File: src/rtl/ddr_write_ctrl_if.sv
// ddr_write_ctrl_if
//   Memory-controller user (app) interface used by the DDR write adapter.
//   One write command plus one write-data word per beat.
//   master : the write adapter (drives command/data, receives ready)
//   slave  : the memory controller (receives command/data, drives ready)
//   Signals:
//     app_en / app_cmd / app_addr           command valid, opcode, address
//     app_rdy                               command accepted when app_en && app_rdy
//     app_wdf_wren / app_wdf_end / app_wdf_data  write-data valid, last word, data
//     app_wdf_rdy                           data accepted when app_wdf_wren && app_wdf_rdy
interface ddr_write_ctrl_if #(
    parameter int DW = 512,
    parameter int AW = 30
);
    logic          app_en;
    logic [2:0]    app_cmd;
    logic [AW-1:0] app_addr;
    logic          app_rdy;
    logic          app_wdf_wren;
    logic          app_wdf_end;
    logic [DW-1:0] app_wdf_data;
    logic          app_wdf_rdy;

    modport master (
        output app_en, app_cmd, app_addr, app_wdf_wren, app_wdf_end, app_wdf_data,
        input  app_rdy, app_wdf_rdy
    );

    modport slave (
        input  app_en, app_cmd, app_addr, app_wdf_wren, app_wdf_end, app_wdf_data,
        output app_rdy, app_wdf_rdy
    );
endinterface

File: src/rtl/ddr_write_ctrl.sv
// ddr_write_ctrl
//   Single-channel DDR write adapter. Accepts a level-held burst request,
//   pulls 512-bit beats from the client one at a time and issues one write
//   command plus one write-data word per beat on the app interface. A
//   single-cycle done pulse follows acceptance of the last beat.
//   Ports:
//     clk_i, rstn_i            clock, asynchronous active-low reset
//     init_calib_complete_i    controller calibrated (checked only in IDLE)
//     wr_ddr_en_i              request, held high until done is seen
//     wr_burst_num_i           beats in burst (0 means 1), sampled at first beat
//     wr_start_addr_i          first-beat address, sampled at request accept
//     wr_data_i                beat data, valid one cycle after fetch_data_en_o
//     fetch_data_en_o          one-cycle strobe requesting the next beat
//     wr_ddr_done_o            one-cycle pulse when all beats are accepted
//     app                      app command/data interface (master side)
module ddr_write_ctrl #(
    parameter int DW        = 512,
    parameter int AW        = 30,
    parameter int ADDR_STEP = 8
) (
    input  logic          clk_i,
    input  logic          rstn_i,
    input  logic          init_calib_complete_i,
    input  logic          wr_ddr_en_i,
    input  logic [4:0]    wr_burst_num_i,
    input  logic [AW-1:0] wr_start_addr_i,
    input  logic [DW-1:0] wr_data_i,
    output logic          fetch_data_en_o,
    output logic          wr_ddr_done_o,
    ddr_write_ctrl_if.master app
);

    typedef enum logic [1:0] {
        S_IDLE     = 2'd0,
        S_CAPTURE  = 2'd1,
        S_ISSUE    = 2'd2,
        S_WAIT_LOW = 2'd3
    } state_e;

    state_e        state_q, state_d;
    logic [AW-1:0] addr_q, addr_d;
    logic [5:0]    beat_cnt_q, beat_cnt_d;
    logic [4:0]    len_q, len_d;
    logic          cmd_ok_q, cmd_ok_d;
    logic          dat_ok_q, dat_ok_d;
    logic          fetch_q, fetch_d;
    logic          done_q, done_d;
    logic          app_en_q, app_en_d;
    logic          wren_q, wren_d;
    logic [AW-1:0] app_addr_q, app_addr_d;
    logic [DW-1:0] wdata_q, wdata_d;

    logic       accept;
    logic       cmd_done, dat_done, beat_done;
    logic [5:0] beat_cnt_inc;
    logic       last_beat;

    assign accept       = wr_ddr_en_i && init_calib_complete_i;
    // A handshake in the current cycle counts the same as one already recorded.
    assign cmd_done     = cmd_ok_q || (app_en_q && app.app_rdy);
    assign dat_done     = dat_ok_q || (wren_q && app.app_wdf_rdy);
    assign beat_done    = cmd_done && dat_done;
    assign beat_cnt_inc = beat_cnt_q + 6'd1;
    assign last_beat    = (beat_cnt_inc == {1'b0, len_q});

    // State and datapath registers.
    // NOTE: sequential state uses non-blocking assignments so every flop
    // samples the pre-edge value of every other flop.
    always_ff @(posedge clk_i or negedge rstn_i) begin
        if (!rstn_i) begin
            state_q    <= S_IDLE;
            addr_q     <= '0;
            beat_cnt_q <= '0;
            len_q      <= '0;
            cmd_ok_q   <= 1'b0;
            dat_ok_q   <= 1'b0;
            fetch_q    <= 1'b0;
            done_q     <= 1'b0;
            app_en_q   <= 1'b0;
            wren_q     <= 1'b0;
            app_addr_q <= '0;
            wdata_q    <= '0;
        end else begin
            state_q    <= state_d;
            addr_q     <= addr_d;
            beat_cnt_q <= beat_cnt_d;
            len_q      <= len_d;
            cmd_ok_q   <= cmd_ok_d;
            dat_ok_q   <= dat_ok_d;
            fetch_q    <= fetch_d;
            done_q     <= done_d;
            app_en_q   <= app_en_d;
            wren_q     <= wren_d;
            app_addr_q <= app_addr_d;
            wdata_q    <= wdata_d;
        end
    end

    // Next-state logic.
    always_comb begin
        state_d = state_q;
        case (state_q)
            S_IDLE:     if (accept) state_d = S_CAPTURE;
            // The strobe cycle waits; the beat appears on wr_data_i the cycle after.
            S_CAPTURE:  if (!fetch_q) state_d = S_ISSUE;
            S_ISSUE:    if (beat_done) state_d = last_beat ? S_WAIT_LOW : S_CAPTURE;
            S_WAIT_LOW: if (!wr_ddr_en_i) state_d = S_IDLE;
            default:    state_d = S_IDLE;
        endcase
    end

    // Registered-output and datapath next values.
    // NOTE: every variable gets a default before the case so no path leaves
    // it unassigned, which would otherwise infer a latch.
    always_comb begin
        addr_d     = addr_q;
        beat_cnt_d = beat_cnt_q;
        len_d      = len_q;
        cmd_ok_d   = cmd_ok_q;
        dat_ok_d   = dat_ok_q;
        fetch_d    = 1'b0;
        done_d     = 1'b0;
        app_en_d   = 1'b0;
        wren_d     = 1'b0;
        app_addr_d = app_addr_q;
        wdata_d    = wdata_q;
        case (state_q)
            S_IDLE: begin
                if (accept) begin
                    addr_d     = wr_start_addr_i;
                    beat_cnt_d = '0;
                    fetch_d    = 1'b1;
                end
            end
            S_CAPTURE: begin
                if (!fetch_q) begin
                    wdata_d = wr_data_i;
                    if (beat_cnt_q == '0)
                        len_d = (wr_burst_num_i == '0) ? 5'd1 : wr_burst_num_i;
                    app_addr_d = addr_q;
                    app_en_d   = 1'b1;
                    wren_d     = 1'b1;
                    cmd_ok_d   = 1'b0;
                    dat_ok_d   = 1'b0;
                end
            end
            S_ISSUE: begin
                app_en_d = app_en_q && !app.app_rdy;
                wren_d   = wren_q && !app.app_wdf_rdy;
                cmd_ok_d = cmd_done;
                dat_ok_d = dat_done;
                if (beat_done) begin
                    beat_cnt_d = beat_cnt_inc;
                    addr_d     = addr_q + AW'(ADDR_STEP);
                    if (last_beat) done_d  = 1'b1;
                    else           fetch_d = 1'b1;
                end
            end
            S_WAIT_LOW: ;
            default: begin
                addr_d     = '0;
                beat_cnt_d = '0;
                len_d      = '0;
                cmd_ok_d   = 1'b0;
                dat_ok_d   = 1'b0;
                app_addr_d = '0;
                wdata_d    = '0;
            end
        endcase
    end

    assign fetch_data_en_o  = fetch_q;
    assign wr_ddr_done_o    = done_q;
    assign app.app_en       = app_en_q;
    assign app.app_cmd      = 3'b000;
    assign app.app_addr     = app_addr_q;
    assign app.app_wdf_wren = wren_q;
    assign app.app_wdf_end  = wren_q;
    assign app.app_wdf_data = wdata_q;

endmodule
File: src/flat_wrapper.sv
// flat-port wrapper written by rule: the top's interface ports become plain ports
module ddr_write_ctrl_flat 
#(
    parameter int DW        = 512,
    parameter int AW        = 30,
    parameter int ADDR_STEP = 8
)
  (clk_i, rstn_i, init_calib_complete_i, wr_ddr_en_i, wr_burst_num_i, wr_start_addr_i, wr_data_i, fetch_data_en_o, wr_ddr_done_o, app_app_en, app_app_cmd, app_app_addr, app_app_wdf_wren, app_app_wdf_end, app_app_wdf_data, app_app_rdy, app_app_wdf_rdy);
  ddr_write_ctrl_if #(.DW(DW), .AW(AW)) app_i ();
  input  logic clk_i;
  input  logic rstn_i;
  input  logic init_calib_complete_i;
  input  logic wr_ddr_en_i;
  input  logic [4:0] wr_burst_num_i;
  input  logic [AW-1:0] wr_start_addr_i;
  input  logic [DW-1:0] wr_data_i;
  output logic fetch_data_en_o;
  output logic wr_ddr_done_o;
  output wire logic [$bits(app_i.app_en)-1:0] app_app_en;
  output wire logic [$bits(app_i.app_cmd)-1:0] app_app_cmd;
  output wire logic [$bits(app_i.app_addr)-1:0] app_app_addr;
  output wire logic [$bits(app_i.app_wdf_wren)-1:0] app_app_wdf_wren;
  output wire logic [$bits(app_i.app_wdf_end)-1:0] app_app_wdf_end;
  output wire logic [$bits(app_i.app_wdf_data)-1:0] app_app_wdf_data;
  input wire logic [$bits(app_i.app_rdy)-1:0] app_app_rdy;
  input wire logic [$bits(app_i.app_wdf_rdy)-1:0] app_app_wdf_rdy;
  assign app_app_en = app_i.app_en;
  assign app_app_cmd = app_i.app_cmd;
  assign app_app_addr = app_i.app_addr;
  assign app_app_wdf_wren = app_i.app_wdf_wren;
  assign app_app_wdf_end = app_i.app_wdf_end;
  assign app_app_wdf_data = app_i.app_wdf_data;
  assign app_i.app_rdy = app_app_rdy;
  assign app_i.app_wdf_rdy = app_app_wdf_rdy;
  ddr_write_ctrl #(.DW(DW), .AW(AW), .ADDR_STEP(ADDR_STEP)) u_core (.clk_i(clk_i), .rstn_i(rstn_i), .init_calib_complete_i(init_calib_complete_i), .wr_ddr_en_i(wr_ddr_en_i), .wr_burst_num_i(wr_burst_num_i), .wr_start_addr_i(wr_start_addr_i), .wr_data_i(wr_data_i), .fetch_data_en_o(fetch_data_en_o), .wr_ddr_done_o(wr_ddr_done_o), .app(app_i));
endmodule
File: config.mk
export PLATFORM = sky130hd
export DESIGN_NAME = ddr_write_ctrl_flat
export DESIGN_NICKNAME = d
export VERILOG_FILES = /design/src/rtl/ddr_write_ctrl_if.sv /design/src/rtl/ddr_write_ctrl.sv /design/src/flat_wrapper.sv
export SDC_FILE = /design/constraint.sdc
export NUM_CORES = 1
export LEC_CHECK = 0
export BUFFER_PORTS_ARGS = -buffer_cell sky130_fd_sc_hd__buf_2
export CORE_AREA = 5 5 421 423
export CTS_CLUSTER_SIZE = 12
export DETAILED_ROUTE_END_ITERATION = 8
export DIE_AREA = 0 0 426 428
export PLACE_DENSITY = 0.33
export SLEW_MARGIN = 20
export SYNTH_ARGS = -nofsm -noshare
export SYNTH_HDL_FRONTEND = slang
export SYNTH_SLANG_ARGS = --single-unit
File: constraint.sdc
create_clock -name clk_i -period 2.38 [get_ports clk_i]
set_input_delay 0 -clock clk_i [delete_from_list [all_inputs] [get_ports clk_i]]
set_output_delay 0 -clock clk_i [all_outputs]
set_load 0.05 [all_outputs]
==> reports/qor.csv <==
stage,metric,value,unit
floorplanning,die extent in y,428,µm
logic_synthesis,largest area contributor in the netlist,dfrtp_1,
global_routing,number of global-route vias before repair,26600,
placement,port bufs,1099,
timing,unrepaired setup endpoints after global routing,false,
logic_synthesis,Post-synth ARST share,100,%
logic_synthesis,Yosys reg bits,591,
placement,GPL Wtd Cong,0.887,
route,post-DR wirelength/cell,19.5,µm
timing,worst hold slack,0.0870,ns
timing,"Hold Vio Cnt, Final",0,
worst_setup_path,stages on the worst setup path,8,
global_routing,All-Layer GR Usage,14.5,%
logic_synthesis,most area-consuming cells after synthesis,"dfrtp_1 63%, nand2_1 27%, clkbuf_1 2.2%",
route,DRT iter0 DRCs,1510,
worst_setup_path,crit end category,register,
timing,fin. max-slew vios,0,
power_and_ir_drop,Switching Share,24.3,%
timing,final setup TNS,0,ns
worst_setup_path,CP Cell Sequence,"inv_1, ha_1, buf_4, nand2b_1, o22ai_1, dlygate4sd3_1, o2bb2ai_1, nor3b_1",
logic_synthesis,post-synthesis cell count,2645,
placement,post-DP HPWL,105000,µm
clocking,clock slew at reported path FFs,0.06,ns
clocking,H-tree levels,3,
timing,Worst Skew,0.0259,ns
logic_synthesis,post-synth cell types,65,
power_and_ir_drop,P_sw,5870,µW
worst_setup_path,crit start category,register,
worst_setup_path,worst path bufs/invs,3,
logic_synthesis,Yosys top cell area share,63.5,%
final_layout,Area Growth Syn to Fin,85.9,%
logic_synthesis,number of flops mapped to enable cells by yosys,0,
clocking,CTS root buffer,clkbuf_16,
clocking,CTS Buffer Depth,3,
power_and_ir_drop,Leak,0.0195,µW
worst_setup_path,"Data required, critical path",2.94,ns
route,Initial DRT Pass Iterations,5,
worst_setup_path,CP max-delay cell,dlygate4sd3_1,
clocking,Resize count post-CTS,0,
power_and_ir_drop,Final Power,24100,µW
power_and_ir_drop,internal cell power,18300,µW
worst_setup_path,crit path to,u_core.addr_q[29],
worst_setup_path,CP Launch Point,u_core.state_q[1],
power_and_ir_drop,Flop pwr share,41.7,%
worst_setup_path,R2R Path End,u_core.addr_q[29],
clocking,clk_lat worst skew,0.67,ns
timing,final worst path period share,90.6,%
route,vias per inst,3.65,
worst_setup_path,reg2reg start,u_core.state_q[1],
timing,# setup viols final,0,
worst_setup_path,Crit Path Max Fanout,13,
final_layout,share of post-route cells with drive strength above 1,28.5,%
global_routing,initial antenna violation count,49,
global_routing,largest net degree at the start of global routing,77,
floorplanning,Die X,426,µm
clocking,CTS Buf Count,80,
worst_setup_path,worst reg2reg setup slack,0.22,ns
floorplanning,Core Footprint,173000,µm²
job,maxcap violations,0,
floorplanning,die area,182000,µm²
final_layout,nets@finish,5181,
worst_setup_path,Setup CP Type,reg2reg,
timing,Period minus WS final,2.16,ns
power_and_ir_drop,combinational share of power,8.4,%
global_routing,global-route wire length before repair,195000,µm
route,drt drc,0,
timing,Fmax,0.464,GHz
route,final WL,137000,µm
logic_synthesis,sequential share of the synthesized area,63.5,%
final_layout,final instance area,43300,µm²
power_and_ir_drop,Max VDD drop,488,µV
clocking,CTS tree,yes,
placement,dpl cells,6022,
clocking,CTS Sinks,591,
logic_synthesis,Yosys warning total,0,
worst_setup_path,R2R depth,8,
worst_setup_path,CP peak stage delay,0.56,ns
floorplanning,Rows,153,
hold_path,worst min path class,in2reg,
power_and_ir_drop,clock network fraction of total power,50.0,%
placement,dpl cell area,32200,µm²
floorplanning,Initial Util,13.5,%
logic_synthesis,cell area after synthesis,23300,µm²
global_routing,GRT overflow,0,
route,Final ANT Viol Nets,0,
timing,Slew @ Worst Pin,0.652,ns
status,outcome,completed,
floorplanning,Boundary Pins,1103,
power_and_ir_drop,PD cells,558,nW/µm²
worst_setup_path,CP top delay family,buffers and inverters,
logic_synthesis,syn avg cell area,8.81,µm²
final_layout,"non-filler cells, final",7028,
timing,Rel. slew slack,56.4,%
route,total vias in the final route,25700,
logic_synthesis,Synth Flop Type,dfrtp_1,
worst_setup_path,CP arrival,2.72,ns
## placed cells by master (no fill, tap or decap), types with 5 or more instances in the layout
master / instances
buf_4: 74
clkinv_2: 8
o22a_1: 16
buf_12: 28
clkbuf_16: 80
clkbuf_8: 15
nand4_1: 11
a21oi_1: 21
nand2_1: 1648
nor4_1: 5
nand3_1: 21
and4_1: 5
inv_1: 9
and3_1: 7
nor3_1: 17
mux2i_1: 7
buf_2: 1098
xnor2_1: 6
ha_1: 7
nor2_1: 18
o22ai_1: 19
o21ai_0: 20
dlygate4sd3_1: 840
diode_2: 24
a31oi_1: 5
dfrtp_1: 591
clkbuf_1: 23
a21boi_0: 5
## flip-flops by register name, indices dropped and copies added, names as in the netlist, 2 cells and up
name and cells:
u_core.app.app_wdf_data 512, u_core.beat_cnt_q 6, u_core.app.app_addr 30, u_core.state_q 2
u_core.len_q 5, u_core.addr_q 30
## stage by stage
stage          utilization (%)  setup WS, ns
6_report                  25.0         0.224
5_1_grt                   25.0        0.0577
4_1_cts                   25.0         0.251
3_5_place_dp              18.6         0.307
3_3_place_gp              18.6         0.339
2_1_floorplan                -         0.236
## final cells by class
type / count / area (µm²)
Clock buffer: 118 / 2290
Inverter: 10 / 37.5
Antenna cell: 24 / 60.1
Multi-Input combinational cell: 1896 / 7900
Clock inverter: 23 / 277
Tap cell: 2325 / 2910
Sequential cell: 591 / 14800
Fill cell: 19200 / 130000
Timing Repair Buffer: 2041 / 15000
## synth_stat cells (6+ instances only)
| cell | n |
|---|---|
| inv_1 | 9 |
| nand4_1 | 11 |
| dfrtp_1 | 591 |
| o21ai_0 | 20 |
| xnor2_1 | 6 |
| nor2_1 | 18 |
| o22a_1 | 16 |
| mux2i_1 | 7 |
| nand3_1 | 21 |
| a21oi_1 | 21 |
| and3_1 | 7 |
| ha_1 | 8 |
| nor3_1 | 17 |
| buf_2 | 7 |
| o22ai_1 | 19 |
| nand2_1 | 1648 |
| clkbuf_1 | 135 |
## logic make-up after synthesis
| logic type | after synthesis | share of synthesized area, % |
|---|---|---|
| muxes | 11 | 0.494 |
| AOI/OAI and AO/OA | 118 | 3.47 |
| xor gates and xnor gates | 8 | 0.360 |
| adders and majority gates | 8 | 0.430 |
| and+or+nand+nor | 1748 | 29.0 |
| other | 1 | 0.0161 |
| buffers and inverters | 160 | 2.70 |
| DFF | 591 | 63.5 |
## worst min path at each step
stage / start / end / slack, ns / depth (start not counted)
finish: wr_data_i[45] / u_core.app.app_wdf_data[45] / 0.09 / 4
global route: wr_data_i[214] / u_core.app.app_wdf_data[214] / 0.05 / 4
CTS: wr_data_i[79] / u_core.app.app_wdf_data[79] / 0.0002 / 4
global placement: rstn_i / u_core.app.app_wdf_data[409] / 0.004 / 1
floorplan: rstn_i / u_core.addr_q[0] / -0.30 / 0
detailed placement: rstn_i / u_core.app.app_wdf_data[350] / 0.004 / 1
## worst reg2reg max path, cell delays in order, from the launching register on
cell	delay (ns)
dfrtp_1	0.42
inv_1	0.16
ha_1	0.27
buf_4	0.25
nand2b_1	0.10
o22ai_1	0.11
dlygate4sd3_1	0.56
o2bb2ai_1	0.11
nor3b_1	0.06
## timing repair
| item | 4_1_cts | 5_1_grt |
|---|---|---|
| hold buffers | 841 | 0 |
| setup buffers | 0 | 0 |
| hold endpoints to repair | 1140 | 0 |
## power groups by stage
stage                     registers [µW]  clock network (µW)  logic (µW)
after global routing               10100               12900        2180
after detailed placement           10200                   0         875
after global placement             10200                   0         888
after floorplan                    10200                   0        35.7
after CTS                          10100               12600        2050
final                              10100               12100        2020
## metal layers
metal	part of all wire, %	track usage (%)
met1	41	17.7
met2	50	25.4
met3	6.3	3.23
met4	2.7	4.39
met5	0.055	0
Note: power is estimated with default switching activity, not from simulation.
